==> src/rtl/recip_sched_pkg.sv <==
// Shared types and limits for the reciprocal-significand issue scheduler.
package recip_sched_pkg;

    localparam int PIPE_MAX = 3;

    typedef logic req_id_t;

    typedef struct packed {
        logic guard;
        logic round;
        logic sticky;
    } grs_t;

endpackage

==> src/rtl/rr_arb2.sv <==
// Two-requester round-robin arbiter; the priority pointer moves only on an accepted grant.
module rr_arb2
    import recip_sched_pkg::*;
(
    input  logic       clk,
    input  logic       resetn,
    input  logic [1:0] i_valid,
    input  logic       i_advance,
    output logic [1:0] o_grant,
    output req_id_t    o_grant_idx
);

    req_id_t r_prio;
    req_id_t w_idx;

    // A lone requester wins outright; on a tie the pointer decides.
    always_comb begin
        w_idx = i_valid[1];
        if (i_valid == 2'b11)
            w_idx = r_prio;
    end

    assign o_grant     = i_valid & (w_idx ? 2'b10 : 2'b01);
    assign o_grant_idx = w_idx;

    // NOTE: asynchronous active-low reset sits in the sensitivity list, and
    // state is written with non-blocking assignments only.
    always_ff @(posedge clk or negedge resetn) begin
        if (!resetn)
            r_prio <= 1'b0;
        else if (i_advance)
            r_prio <= ~w_idx;
    end

endmodule

==> src/rtl/recip_sched.sv <==
// Issue scheduler for a shared reciprocal significand datapath: arbitrates two requesters and
// tracks in-flight ownership. Define RECIP_SCHED_PERF_EN to add issue/stall performance counters.
module recip_sched
    import recip_sched_pkg::*;
#(
    parameter int SIG_WIDTH   = 23,
    parameter int PIPE_STAGES = 0
) (
    input  logic                         clk,
    input  logic                         resetn,
    input  logic [1:0]                   req_valid,
    input  logic [2*(SIG_WIDTH+1)-1:0]   req_d,
    output logic [1:0]                   req_ready,
    input  logic                         flush,
    output logic [SIG_WIDTH:0]           dp_d,
    output logic                         dp_enable,
    input  logic [SIG_WIDTH:0]           dp_quotient,
    input  logic [2:0]                   dp_grs,
    output logic                         out_valid,
    input  logic                         out_ready,
    output logic                         out_id,
    output logic [SIG_WIDTH:0]           out_quotient,
    output logic [2:0]                   out_grs
`ifdef RECIP_SCHED_PERF_EN
    ,
    output logic [31:0]                  perf_issue_cnt,
    output logic [31:0]                  perf_stall_cnt
`endif
);

    localparam int STAGES = (PIPE_STAGES > PIPE_MAX) ? PIPE_MAX : PIPE_STAGES;

    logic [1:0] w_grant;
    req_id_t    w_idx;
    logic       w_issue;
    grs_t       w_grs;

    rr_arb2 u_arb (
        .clk         (clk),
        .resetn      (resetn),
        .i_valid     (req_valid),
        .i_advance   (w_issue),
        .o_grant     (w_grant),
        .o_grant_idx (w_idx)
    );

    assign req_ready = w_grant & {2{dp_enable & !flush}};
    assign w_issue   = |(req_valid & req_ready);

    always_comb begin
        dp_d = '0;
        if (|req_valid)
            dp_d = w_idx ? req_d[2*(SIG_WIDTH+1)-1:SIG_WIDTH+1] : req_d[SIG_WIDTH:0];
    end

    assign w_grs        = dp_grs;
    assign out_grs      = w_grs;
    assign out_quotient = dp_quotient;

    if (STAGES == 0) begin : g_comb
        assign out_valid = w_issue;
        assign out_id    = w_idx;
        assign dp_enable = out_ready;
    end else begin : g_pipe
        logic    [STAGES:1] r_vld;
        req_id_t [STAGES:1] r_id;

        always_ff @(posedge clk or negedge resetn) begin
            if (!resetn) begin
                r_vld <= '0;
                r_id  <= '0;
            end else begin
                if (dp_enable) begin
                    r_vld[1] <= w_issue;
                    r_id[1]  <= w_idx;
                    for (int k = 2; k <= STAGES; k++) begin
                        r_vld[k] <= r_vld[k-1];
                        r_id[k]  <= r_id[k-1];
                    end
                end
                // Flush is written last so it overrides any shift in the same cycle.
                if (flush)
                    r_vld <= '0;
            end
        end

        assign out_valid = r_vld[STAGES] & !flush;
        assign out_id    = r_id[STAGES];
        assign dp_enable = !out_valid | out_ready;
    end

`ifdef RECIP_SCHED_PERF_EN
    logic [31:0] r_perf_issue;
    logic [31:0] r_perf_stall;

    always_ff @(posedge clk or negedge resetn) begin
        if (!resetn) begin
            r_perf_issue <= '0;
            r_perf_stall <= '0;
        end else begin
            if (w_issue && r_perf_issue != '1)
                r_perf_issue <= r_perf_issue + 32'd1;
            if (out_valid && !out_ready && r_perf_stall != '1)
                r_perf_stall <= r_perf_stall + 32'd1;
        end
    end

    assign perf_issue_cnt = r_perf_issue;
    assign perf_stall_cnt = r_perf_stall;
`endif

endmodule

==> config.mk <==
export PLATFORM = sky130hd
export DESIGN_NAME = recip_sched
export DESIGN_NICKNAME = d
export VERILOG_FILES = /design/src/rtl/recip_sched_pkg.sv /design/src/rtl/rr_arb2.sv /design/src/rtl/recip_sched.sv
export SDC_FILE = /design/constraint.sdc
export NUM_CORES = 1
export LEC_CHECK = 0
export ABC_CLOCK_PERIOD_IN_PS = 1800
export CAP_MARGIN = 0
export CORE_ASPECT_RATIO = 0.5
export CORE_MARGIN = 2
export CORE_UTILIZATION = 18
export DETAILED_ROUTE_END_ITERATION = 6
export PLACE_DENSITY_LB_ADDON = 0.15
export SETUP_SLACK_MARGIN = 0.3
export SLEW_MARGIN = 10
export SYNTH_ARGS = -nofsm -noshare
export SYNTH_HDL_FRONTEND = slang
export SYNTH_SLANG_ARGS = --single-unit
==> constraint.sdc <==
create_clock -name clk -period 1.8 [get_ports clk]
set_input_delay 0.36 -clock clk [delete_from_list [all_inputs] [get_ports clk]]
set_output_delay 0.36 -clock clk [all_outputs]
set_load 0.01 [all_outputs]
==> qor.yml, run 1 <==
crit_required_ns: 1.44
die_h_um: 45.7
crit_path_max_fanout: 5
finClkSkew_ns: 0
hold_path_class: "input pin to asynchronous set/reset pin"
setup.worst_path.class: "input pin to primary output"
relSlewSlack_pct: 86.7
io_pins: 137
synthesis.area_um2: 627
crit_buf_inv: 5
grt_use_total_pct: 13.2
status: "completed"
fin_area_mm2: 0.00140
hpwl_um: 2200
finalHoldViolCount: 0
ys_ff_latch: 1
endpoint_kind: "primary output"
grt_pass1_vias: 736
start_util_pct: 18.6
path_clk_slew_ns: 0
tightest_slew_ns: 0.199
post-route-period-util_pct: 92.3
maxCapViolCount: 0
slowest_stage: "a32o_2"
synth_top_family_by_area: "buffers and inverters"
vdd_drop_max_uv: 175
routedWlPerCell_um: 16.3
place_inst: 170
place_area_mm2: 0.00129
synthFlopType: "dfrtp_1"
fp.dieW_um: 87.5
async_flop_share_pct: 100
core_area_mm2: 0.00338
rows: 15
rsz0062_at_grt: "yes"
antenna_found_initial: 0
netlist_instances: 72
crit_top_cell: "buf_6"
synth_area_leaders: "a32o_1, buf_4, buf_8"
portBuffers: 82
antenna_cells: 0
wl_um: 2990
synth_cell_types: 15
synth_xor_area_share_pct: 0
fin_nets: 224
synth_commonest_cells: "buf_4, a32o_1, buf_2"
drtPass1Iterations: 2
drc: 0
worstPathCellList: "buf_8 -> a21boi_4 -> buf_6 -> buf_6 -> buf_6 -> a32o_2 -> buf_6"
min_period_ns: 1.66
synth_edf_count: 0
final_core_utilization_pct: 41.5
power_per_cell_area_mw_per_mm2: 416
crit_path_start_kind: "input pin"
area_growth_pct: 124
max_freq_mhz: 602
insertion_delay_ns: 0
setup_viol: 0
synth_area_leader_cell: "a32o_1"
maxSlewViolCount: 0
largestRegisters: "u_arb.r_prio x1"
final_cells: 183
drt-vias-per-instance: 4.48
vias: 820
synth_simple_gate_area_share_pct: 9.18
arrival_ns: 1.30
regMostFlops: "u_arb.r_prio"
drtIter0Drc: 37
largest_register_ffs: 1
drtAntennaViolNets: 0
synth.top_cell.area_share_pct: 36.7
hold_buffers: 0
globalplace.congestion: 0.686
yosysSeqAreaShare_pct: 3.99
dieArea_mm2: 0.00400
yosys_warnings: 0
synth.area.mux_share_pct: 0
yosys.area_share.adder_pct: 0
drive_gt1_share_pct: 41.8
crit_family: "buffers and inverters"
syn_area_per_cell_um2: 8.71
synth-compound-area-share_pct: 41.9
grt_pass1_wl_um: 4110
syn-num-nets: 153
max_stage_delay_ns: 0.23
grt_max_degree: 14
synth_most_common_cell: "buf_4"
globalRouteOverflowTotal: 0
leakagePower_nw: 0.631
per-layer routing:
metal	global-route usage, %	vias up	part of all wire (%)
li1	-	399	-
met1	20.1	391	46
met2	20.2	20	49
met3	0.543	10	3.4
met4	3.69	0	1.5
met5	0	-	0
timing repair:
action	in CTS	in global routing
buffers inserted	10	0
cloned	2	1
gates resized for setup	144	9
pin swaps	7	21
setup endpoints to repair	29	26
worst paths after layout:
check	from	to	slack, ns	cells past startpoint
max reg2reg	u_arb.r_prio$_DFFE_PN0P_	u_arb.r_prio$_DFFE_PN0P_	0.85	4
min reg2reg	u_arb.r_prio$_DFFE_PN0P_	u_arb.r_prio$_DFFE_PN0P_	0.71	3
max in group asynchronous	resetn	u_arb.r_prio$_DFFE_PN0P_	1.18	1
min in group clk	u_arb.r_prio$_DFFE_PN0P_	u_arb.r_prio$_DFFE_PN0P_	0.71	3
max	req_valid[0]	dp_d[12]	0.14	7
min	resetn	u_arb.r_prio$_DFFE_PN0P_	0.51	1
cells in the final DEF, fill, tap and decap left out, types with 2 or more instances in the layout:
cell type        count
a32o_1              22
a32o_2               2
and3b_1              2
buf_2               25
buf_4                7
buf_6               14
buf_8                3
clkdlybuf4s50_1     49
dlygate4sd2_1        3
nand2b_4             2
nor2_1               2
kinds of logic after synthesis:
logic type,after synthesis
buffers and inverters,36
AO/OA/AOI/OAI,26
AND/OR/NAND/NOR,9
flip-flops,1
metrics by stage:
step	total power [W]	hold WS [ns]	setup slack, ns	TNS [ns]
finish	0.000584	0.514	0.139	0
global route	0.000617	0.530	0.126	0
CTS	0.000556	0.516	0.137	0
detailed placement	0.000505	0.514	-0.529	-13.81
global placement	0.000512	0.509	-0.512	-13.08
floorplan	0.000292	0.0644	0.366	0
layout make-up:
cell class	count	area, µm²
Fill cell	335	1980
Timing Repair Buffer	105	981
Tap cell	42	52.6
Multi-Input combinational cell	35	344
Sequential cell	1	25.0
report_power, final:
group	leakage, nW	switching, W	internal [W]
logic	0.620	0.000201	0.000351
clock network	0	0	0
registers	0.0111	0.00000332	0.0000284
total	0.631	0.000204	0.000380
Power figures use the tool's default switching activity.
==> run 2, diff against run 1 <==
GPL_TIMING_DRIVEN = 0   (was default)
==> qor.yml, run 2 (synthesized netlist as in run 1, its figures left out) <==
fp.dieW_um: 87.5  # unchanged
drtPass1Iterations: 4  # +2
regToRegSetupSlack_ns: 0.89  # +0.04 ns
drtIter0Drc: 51  # +38%
route.top_layer_used: "met3"
power_per_cell_area_mw_per_mm2: 374  # -10%
r2r_start: "u_arb.r_prio$_DFFE_PN0P_"
fillers: 311  # -7.2%
setup_tns_ns: 0  # unchanged
grt_pass1_vias: 896  # +22%
final.setup.worst_slack_ns: 0.225  # +0.0861 ns
drtAntennaViolNets: 0  # unchanged
maxSlewViolCount: 0  # unchanged
crit_required_ns: 1.44  # about the same
tightest_slew_ns: 0.137  # -0.0617 ns
portBuffers: 109  # +33%
met2_wirelength_um: 1730  # +18%
leakagePower_nw: 0.868  # +38%
finalHoldViolCount: 0  # unchanged
power_w: 0.000705  # +21%
rows: 15  # unchanged
slowest_stage: "a32o_1"
drc: 0  # unchanged
setup_viol: 0  # unchanged
final_common_cell: "clkdlybuf4s50_1"
antenna_found_initial: 0  # unchanged
relSlewSlack_pct: 90.8  # +4.1 points
max_freq_mhz: 635  # +5.5%
wl_um: 3260  # +9.0%
core_area_mm2: 0.00338  # unchanged
start_util_pct: 18.6  # unchanged
antenna_cells: 0  # unchanged
insertion_delay_ns: 0  # unchanged
post-route-period-util_pct: 87.5  # -4.8 points
area_growth_pct: 201
rr_worst_depth: 3  # -1
status: "completed"
routedWlPerCell_um: 13.8  # -15%
arrival_ns: 1.22  # -0.08 ns
rsz0062_at_grt: "yes"
endpoint: "dp_d[17]"
vias: 1045  # +27%
vdd_drop_max_uv: 133  # -24%
globalRouteOverflowTotal: 0  # unchanged
grt_max_degree: 11  # -3
drt-vias-per-instance: 4.43  # -1.2%
setup.worst_path.class: "input pin to primary output"
drive_gt1_share_pct: 44.8  # +3.0 points
seqCellArea_um2: 25.0  # unchanged
max_stage_delay_ns: 0.20  # -0.03 ns
crit_path_start_kind: "input pin"
multi_input_area_um2: 345  # +0.36%
worstPathCellList: "buf_8 -> a21boi_4 -> buf_6 -> clkbuf_16 -> a32o_1 -> buf_2"
regMostFlops: "u_arb.r_prio"
post-place-ws_ns: -0.723  # -0.194 ns
crit_path_max_fanout: 5  # unchanged
globalplace.congestion: 0.698  # +1.7%
dieArea_mm2: 0.00400  # unchanged
maxCapViolCount: 0  # unchanged
largest_register_ffs: 1  # unchanged
fin_nets: 277  # +24%
io_pins: 137  # unchanged
hpwl_um: 2480  # +12%
path_clk_slew_ns: 0  # unchanged
layout_common_cells: "clkdlybuf4s50_1, buf_4, buf_2"
largestRegisters: "u_arb.r_prio x1"
endpoint_kind: "primary output"
die_h_um: 45.7  # unchanged
finClkSkew_ns: 0  # unchanged
min_period_ns: 1.58  # -0.0861 ns
r2r-end: "u_arb.r_prio$_DFFE_PN0P_"
hold_path_class: "input pin to asynchronous set/reset pin"
grt_use_total_pct: 12.9  # -0.27 points
worstSetupStartpoint: "req_valid[0]"
grt_pass1_wl_um: 4180  # +1.7%
wl_met1_um: 1330  # -3.3%
met3_length_um: 193  # +91%
[run 2: cell count changes in the layout (fill, tap and decap cells not counted), sizes merged]
cell,before,now
dlygate4sd2,3,2
clkbuf,1,2
buf,51,76
clkdlybuf4s50,49,76
clkdlybuf4s15,1,2
[run 2: worst min-delay path by stage]
stage	from	endpoint	slack [ns]
final	resetn	u_arb.r_prio$_DFFE_PN0P_	0.51
after global routing	resetn	u_arb.r_prio$_DFFE_PN0P_	0.52
after CTS	resetn	u_arb.r_prio$_DFFE_PN0P_	0.51
after detailed placement	resetn	u_arb.r_prio$_DFFE_PN0P_	0.51
after global placement	resetn	u_arb.r_prio$_DFFE_PN0P_	0.51
after floorplan	resetn	u_arb.r_prio$_DFFE_PN0P_	0.06
[run 2: repair_timing]
item,CTS,global route
resized for setup,147,8
hold buffers,0,0
pin swaps,3,13
buffers inserted,10,0
endpoints found under the setup margin,29,26
cloned,1,2
[run 2: stage by stage]
step / util [%] / cell area [µm²] / instances / hold slack [ns]
6_report: 55.8 / 1880 / 236 / 0.510
5_1_grt: 55.8 / 1880 / 236 / 0.523
4_1_cts: 53.6 / 1810 / 234 / 0.511
3_5_place_dp: 52.4 / 1770 / 223 / 0.511
3_3_place_gp: 52.4 / 1770 / 223 / 0.512
2_1_floorplan: - / 627 / 72 / 0.0644
[run 2: final cells by class]
cell class,count,area share (%)
plain buffers,36,16.7
repair buffers,122,60.8
multi-input cells,35,18.3
flip-flops and latches,1,1.33
well taps,42,2.79
[run 2: worst max-delay path: cells and delay by family]
kind                   cells  cell delay, ns
buffers and inverters      4            0.51
AO/OA/AOI/OAI              2            0.34
[run 2: where the power goes]
group / internal (W) / total (W) / switching, W
sequential: 0.0000284 / 0.0000344 / 0.00000599
clock: 0 / 0 / 0
combinational: 0.000437 / 0.000670 / 0.000234
[run 2: metal layers]
layer  up-vias  track usage (%)
met5         -                0
met4         0            0.615
met3         0            0.725
met2        58             23.8
met1       481             17.7
li1        506                -
==> run 3, diff against run 2 <==
TNS_END_PERCENT = 20   (was default)
==> qor.yml, run 3 (synthesized netlist as in run 1, its figures left out) <==
status: "completed"
crit_cells: 6  # unchanged
endpoint: "dp_d[17]"
post-route-period-util_pct: 87.4  # -0.15 points
grt_pass1_wl_um: 4200  # +0.33%
antenna_found_initial: 0  # unchanged
drt-vias-per-instance: 4.38  # -1.1%
area_growth_pct: 191
place_inst: 223  # unchanged
vias: 1025  # -1.9%
insertion_delay_ns: 0  # unchanged
grt_max_degree: 11  # unchanged
setup_viol: 0  # unchanged
core_area_mm2: 0.00338  # unchanged
arrival_ns: 1.21  # about the same
drtPass1Iterations: 4  # unchanged
dieArea_mm2: 0.00400  # unchanged
worstPathCellList: "buf_8 -> a21boi_4 -> buf_6 -> clkbuf_16 -> a32o_1 -> buf_2"
regToRegSetupSlack_ns: 0.91  # +0.02 ns
hold_buffers: 0  # unchanged
hpwl_um: 2480  # unchanged
max_stage_delay_ns: 0.20  # about the same
routedWlPerCell_um: 13.0  # -6.0%
antenna_cells: 0  # unchanged
die_h_um: 45.7  # unchanged
drive_gt1_share_pct: 43.2  # -1.6 points
crit_path_max_fanout: 5  # unchanged
final_cells: 234  # -0.85%
regMostFlops: "u_arb.r_prio"
endpoint_kind: "primary output"
rows: 15  # unchanged
max_freq_mhz: 636  # +0.17%
holdWs_ns: 0.510  # +0.00000100 ns
rr_worst_depth: 3  # unchanged
final_common_cell: "clkdlybuf4s50_1"
tightest_slew_ns: 0.136  # -0.00190 ns
drtAntennaViolNets: 0  # unchanged
io_pins: 137  # unchanged
finalHoldViolCount: 0  # unchanged
crit_path_start_kind: "input pin"
maxSlewViolCount: 0  # unchanged
relSlewSlack_pct: 90.9  # +0.13 points
crit_required_ns: 1.44  # about the same
fin_nets: 275  # -0.72%
globalRouteOverflowTotal: 0  # unchanged
layout_common_cells: "clkdlybuf4s50_1, buf_4, buf_2"
grt_pass1_vias: 887  # -1.0%
start_util_pct: 18.6  # unchanged
worstSetupStartpoint: "req_valid[0]"
wl_um: 3040  # -6.8%
final_core_utilization_pct: 54.0  # -1.7 points
fillers: 314  # +0.96%
drtIter0Drc: 41  # -20%
setup.worst_path.class: "input pin to primary output"
crit_buf_inv: 4  # unchanged
grt_use_total_pct: 12.9  # +0.039 points
largest_register_ffs: 1  # unchanged
maxCapViolCount: 0  # unchanged
slowest_stage: "a32o_1"
min_period_ns: 1.57  # -0.00269 ns
r2r-end: "u_arb.r_prio$_DFFE_PN0P_"
crit_family: "buffers and inverters"
leakagePower_nw: 0.840  # -3.2%
r2r_start: "u_arb.r_prio$_DFFE_PN0P_"
finClkSkew_ns: 0  # unchanged
drc: 0  # unchanged
portBuffers: 109  # unchanged
fp.dieW_um: 87.5  # unchanged
globalplace.congestion: 0.698  # unchanged
largestRegisters: "u_arb.r_prio x1"
rsz0062_at_grt: "yes"
vdd_drop_max_uv: 130  # -1.7%
power_per_cell_area_mw_per_mm2: 362  # -3.3%
hold_path_class: "input pin to asynchronous set/reset pin"
path_clk_slew_ns: 0  # unchanged
run 3: timing repair:
item	in CTS	in global routing
pin swaps	3	3
setup buffers	9	0
gates cloned	1	1
resized for setup	135	7
endpoints found under the setup margin	29	28
run 3: cell type report:
| cell class | count | area (µm²) | area share (%) |
|---|---|---|---|
| Multi-Input combinational cell | 35 | 344 | 18.8 |
| Sequential cell | 1 | 25.0 | 1.37 |
| Tap cell | 42 | 52.6 | 2.88 |
| Buffer | 36 | 312 | 17.1 |
| Timing Repair Buffer | 120 | 1090 | 59.8 |
run 3: worst min-delay path by stage:
stage | from | end | slack, ns | cells after the start
after floorplan | resetn | u_arb.r_prio$_DFFE_PN0P_ | 0.06 | 0
after global placement | resetn | u_arb.r_prio$_DFFE_PN0P_ | 0.51 | 1
after detailed placement | resetn | u_arb.r_prio$_DFFE_PN0P_ | 0.51 | 1
after CTS | resetn | u_arb.r_prio$_DFFE_PN0P_ | 0.51 | 1
after global routing | resetn | u_arb.r_prio$_DFFE_PN0P_ | 0.52 | 1
final | resetn | u_arb.r_prio$_DFFE_PN0P_ | 0.51 | 1
run 3: stage by stage:
| step | area (µm²) | setup WS (ns) | power [W] | TNS [ns] |
|---|---|---|---|---|
| detailed placement | 1770 | -0.723 | 0.000636 | -18.04 |
| finish | 1830 | 0.228 | 0.000660 | 0 |
| CTS | 1790 | 0.211 | 0.000642 | 0 |
| floorplan | 627 | 0.366 | 0.000292 | 0 |
| global placement | 1770 | -0.724 | 0.000634 | -18.22 |
| global route | 1830 | 0.201 | 0.000699 | 0 |
run 3: report_power, final:
part	switching [W]	internal [W]	total [W]
Combinational	0.000223	0.000404	0.000627
Sequential	0.00000531	0.0000285	0.0000338
Clock	0	0	0
Total	0.000228	0.000432	0.000660
run 3: metal layers:
| metal | routed length [µm] | share of wire [%] | vias to the layer above | global-route usage [%] |
|---|---|---|---|---|
| met3 | 192 | 6.3 | 2 | 0.543 |
| li1 | - | - | 504 | - |
| met5 | 0 | 0 | - | 0 |
| met4 | 12 | 0.40 | 0 | 0.615 |
| met2 | 1560 | 51 | 58 | 23.6 |
| met1 | 1270 | 42 | 461 | 18.0 |
==> variant: new RTL, flow settings as in run 1 <==
Add a define of `RECIP_SCHED_PERF_EN`.
--- a/src/rtl/recip_sched.sv
+++ b/src/rtl/recip_sched.sv
@@ -1,4 +1,6 @@
 // Issue scheduler for a shared reciprocal significand datapath: arbitrates two requesters and
 // tracks in-flight ownership. Define RECIP_SCHED_PERF_EN to add issue/stall performance counters.
+`define RECIP_SCHED_PERF_EN
+
 module recip_sched
     import recip_sched_pkg::*;
Function (old outputs only; new: perf_issue_cnt and perf_stall_cnt): kept (equiv_simple and equiv_induct, registers matched by name and starting in step).
==> variant against run 1 <==
The flow now finishes with violations (negative setup slack); routed wire length grew to 3.2 times the old value; area after synthesis increased to 4.9 times the old value; cell area rose to 4.3 times the old value; critical endpoint is now dp_d[20]; setup slack worse by 0.32 ns; sequential cell count up 64; power grew to 7.9 times the old value; largest power group is now clock; hold slack worse by 0.15 ns; clock skew is 0.0031 ns higher; synthesized cell count rose to 4.5 times the old value.
==> variant: results (changes against run 1) <==
status=complete, but fails checks; failing checks=negative setup slack; Nets=576 (+160%); r2r setup slk=-0.04 ns (-0.89 ns); first-pass GRT wire length=14000 microns (+240%); post-route setup slack=-0.183 ns (-0.322 ns); Yosys top cell area share=0.528 (+0.161); initial antenna violation count=0 (unchanged); First-pass DRT Iterations=4 (+2); Wirelength per Cell=13.3 microns (-19%); syn_nets=403 (+160%); Fin Hold WS=0.367 ns (-0.148 ns); WP data arrival=1.62 ns (+0.32 ns); Leakage=3.07 nW (+390%); clock skew=0.00313 ns (+0.00313 ns); RD Place Congestion=0.730 (+6.5%); fraction of area in multi-input gates=0.262 (+0.0164); number of fill cells=1674 (+400%); r2r endpoint=perf_issue_cnt[13]$_DFFE_PN0P_; FF+latch count=65 (+64); max incr delay on CP=0.40 ns (+0.17 ns); Synth cell types=34 (+19); Mapped Cells=321 (+350%); placed inst area=5120 sq um (+300%); share of cells above drive strength 1=0.483 (+0.0645); P_seq=1.57 mW (+4800%); Reg area=1630 sq um (+6400%); commonest cells in the netlist=65 x dfrtp_1, 61 x nand2_1, 38 x clkbuf_1; input/output buffers=146 (+78%); DP Worst Slack=-0.675 ns (-0.146 ns); Comb pwr share=0.273 (-0.673); GR met3 Demand/Resource=0.0354 (+0.0300); inverters=4 (+4); Net Switching=1.21 mW (+490%); critical path endpoint=dp_d[20]; Setup violations, final=35 (+35); Hold Crit Class=reg -> reg; Via-to-Cell Ratio=3.75 (-16%); Worst-path clk slew=0.05 ns (+0.05 ns); wl on met1=3830 microns (+180%); pin count of the biggest net entering global routing=25 (+11); Critical path origin=u_arb.r_prio$_DFFE_PN0P_; Worst-Skew Late Latency=0.33 ns (+0.33 ns); multi-input gates=184 (+430%); post-synthesis sequential area ratio=0.528 (+0.488); Detailed Route WL=9660 microns (+220%); Max stage delay cell, worst path=dfrtp_1; Resize count post-CTS=229 (+59%); DR iter-0 viols=50 (+35%); GRT Resource Usage Total=0.100 (-0.0315); HPWL Detailed=7120 microns (+220%); metal3 WL=584 microns (+480%); Design Power=4.62 mW (+690%); grt met1 use=0.114 (-0.0870)
==> variant: cell count changes in the layout (fill, tap and decap cells not counted), sizes merged, moves of 7 or more <==
cell	run 1	this run
a32o	24	0
buf	51	111
clkbuf	1	24
clkdlybuf4s15	1	18
dfrtp	1	65
dlygate4sd2	3	40
nand2	1	61
nand3	0	35
nand4	0	10
nor2	2	10
xnor2	0	21
xor2	0	7
==> variant: cells by family (layout without fill, tap and decap cells) <==
logic type / count (synthesis) / count (layout) / synth area share
AOI/OAI and AO/OA: 9 / 9 / 0.0219
xor gates and xnor gates: 28 / 28 / 0.0796
adders and majority gates: 1 / 1 / 0.00406
buffers and inverters: 72 / 250 / 0.125
DFF: 65 / 65 / 0.528
muxes: 2 / 2 / 0.00731
and+or+nand+nor: 144 / 144 / 0.234
==> variant: through the flow <==
step | util | setup TNS (ns)
after global routing | 0.365 | -7.23
final | 0.365 | -3.49
after detailed placement | 0.309 | -27.76
after floorplan | - | -0.529
after global placement | 0.309 | -27.85
after CTS | 0.344 | -4.34
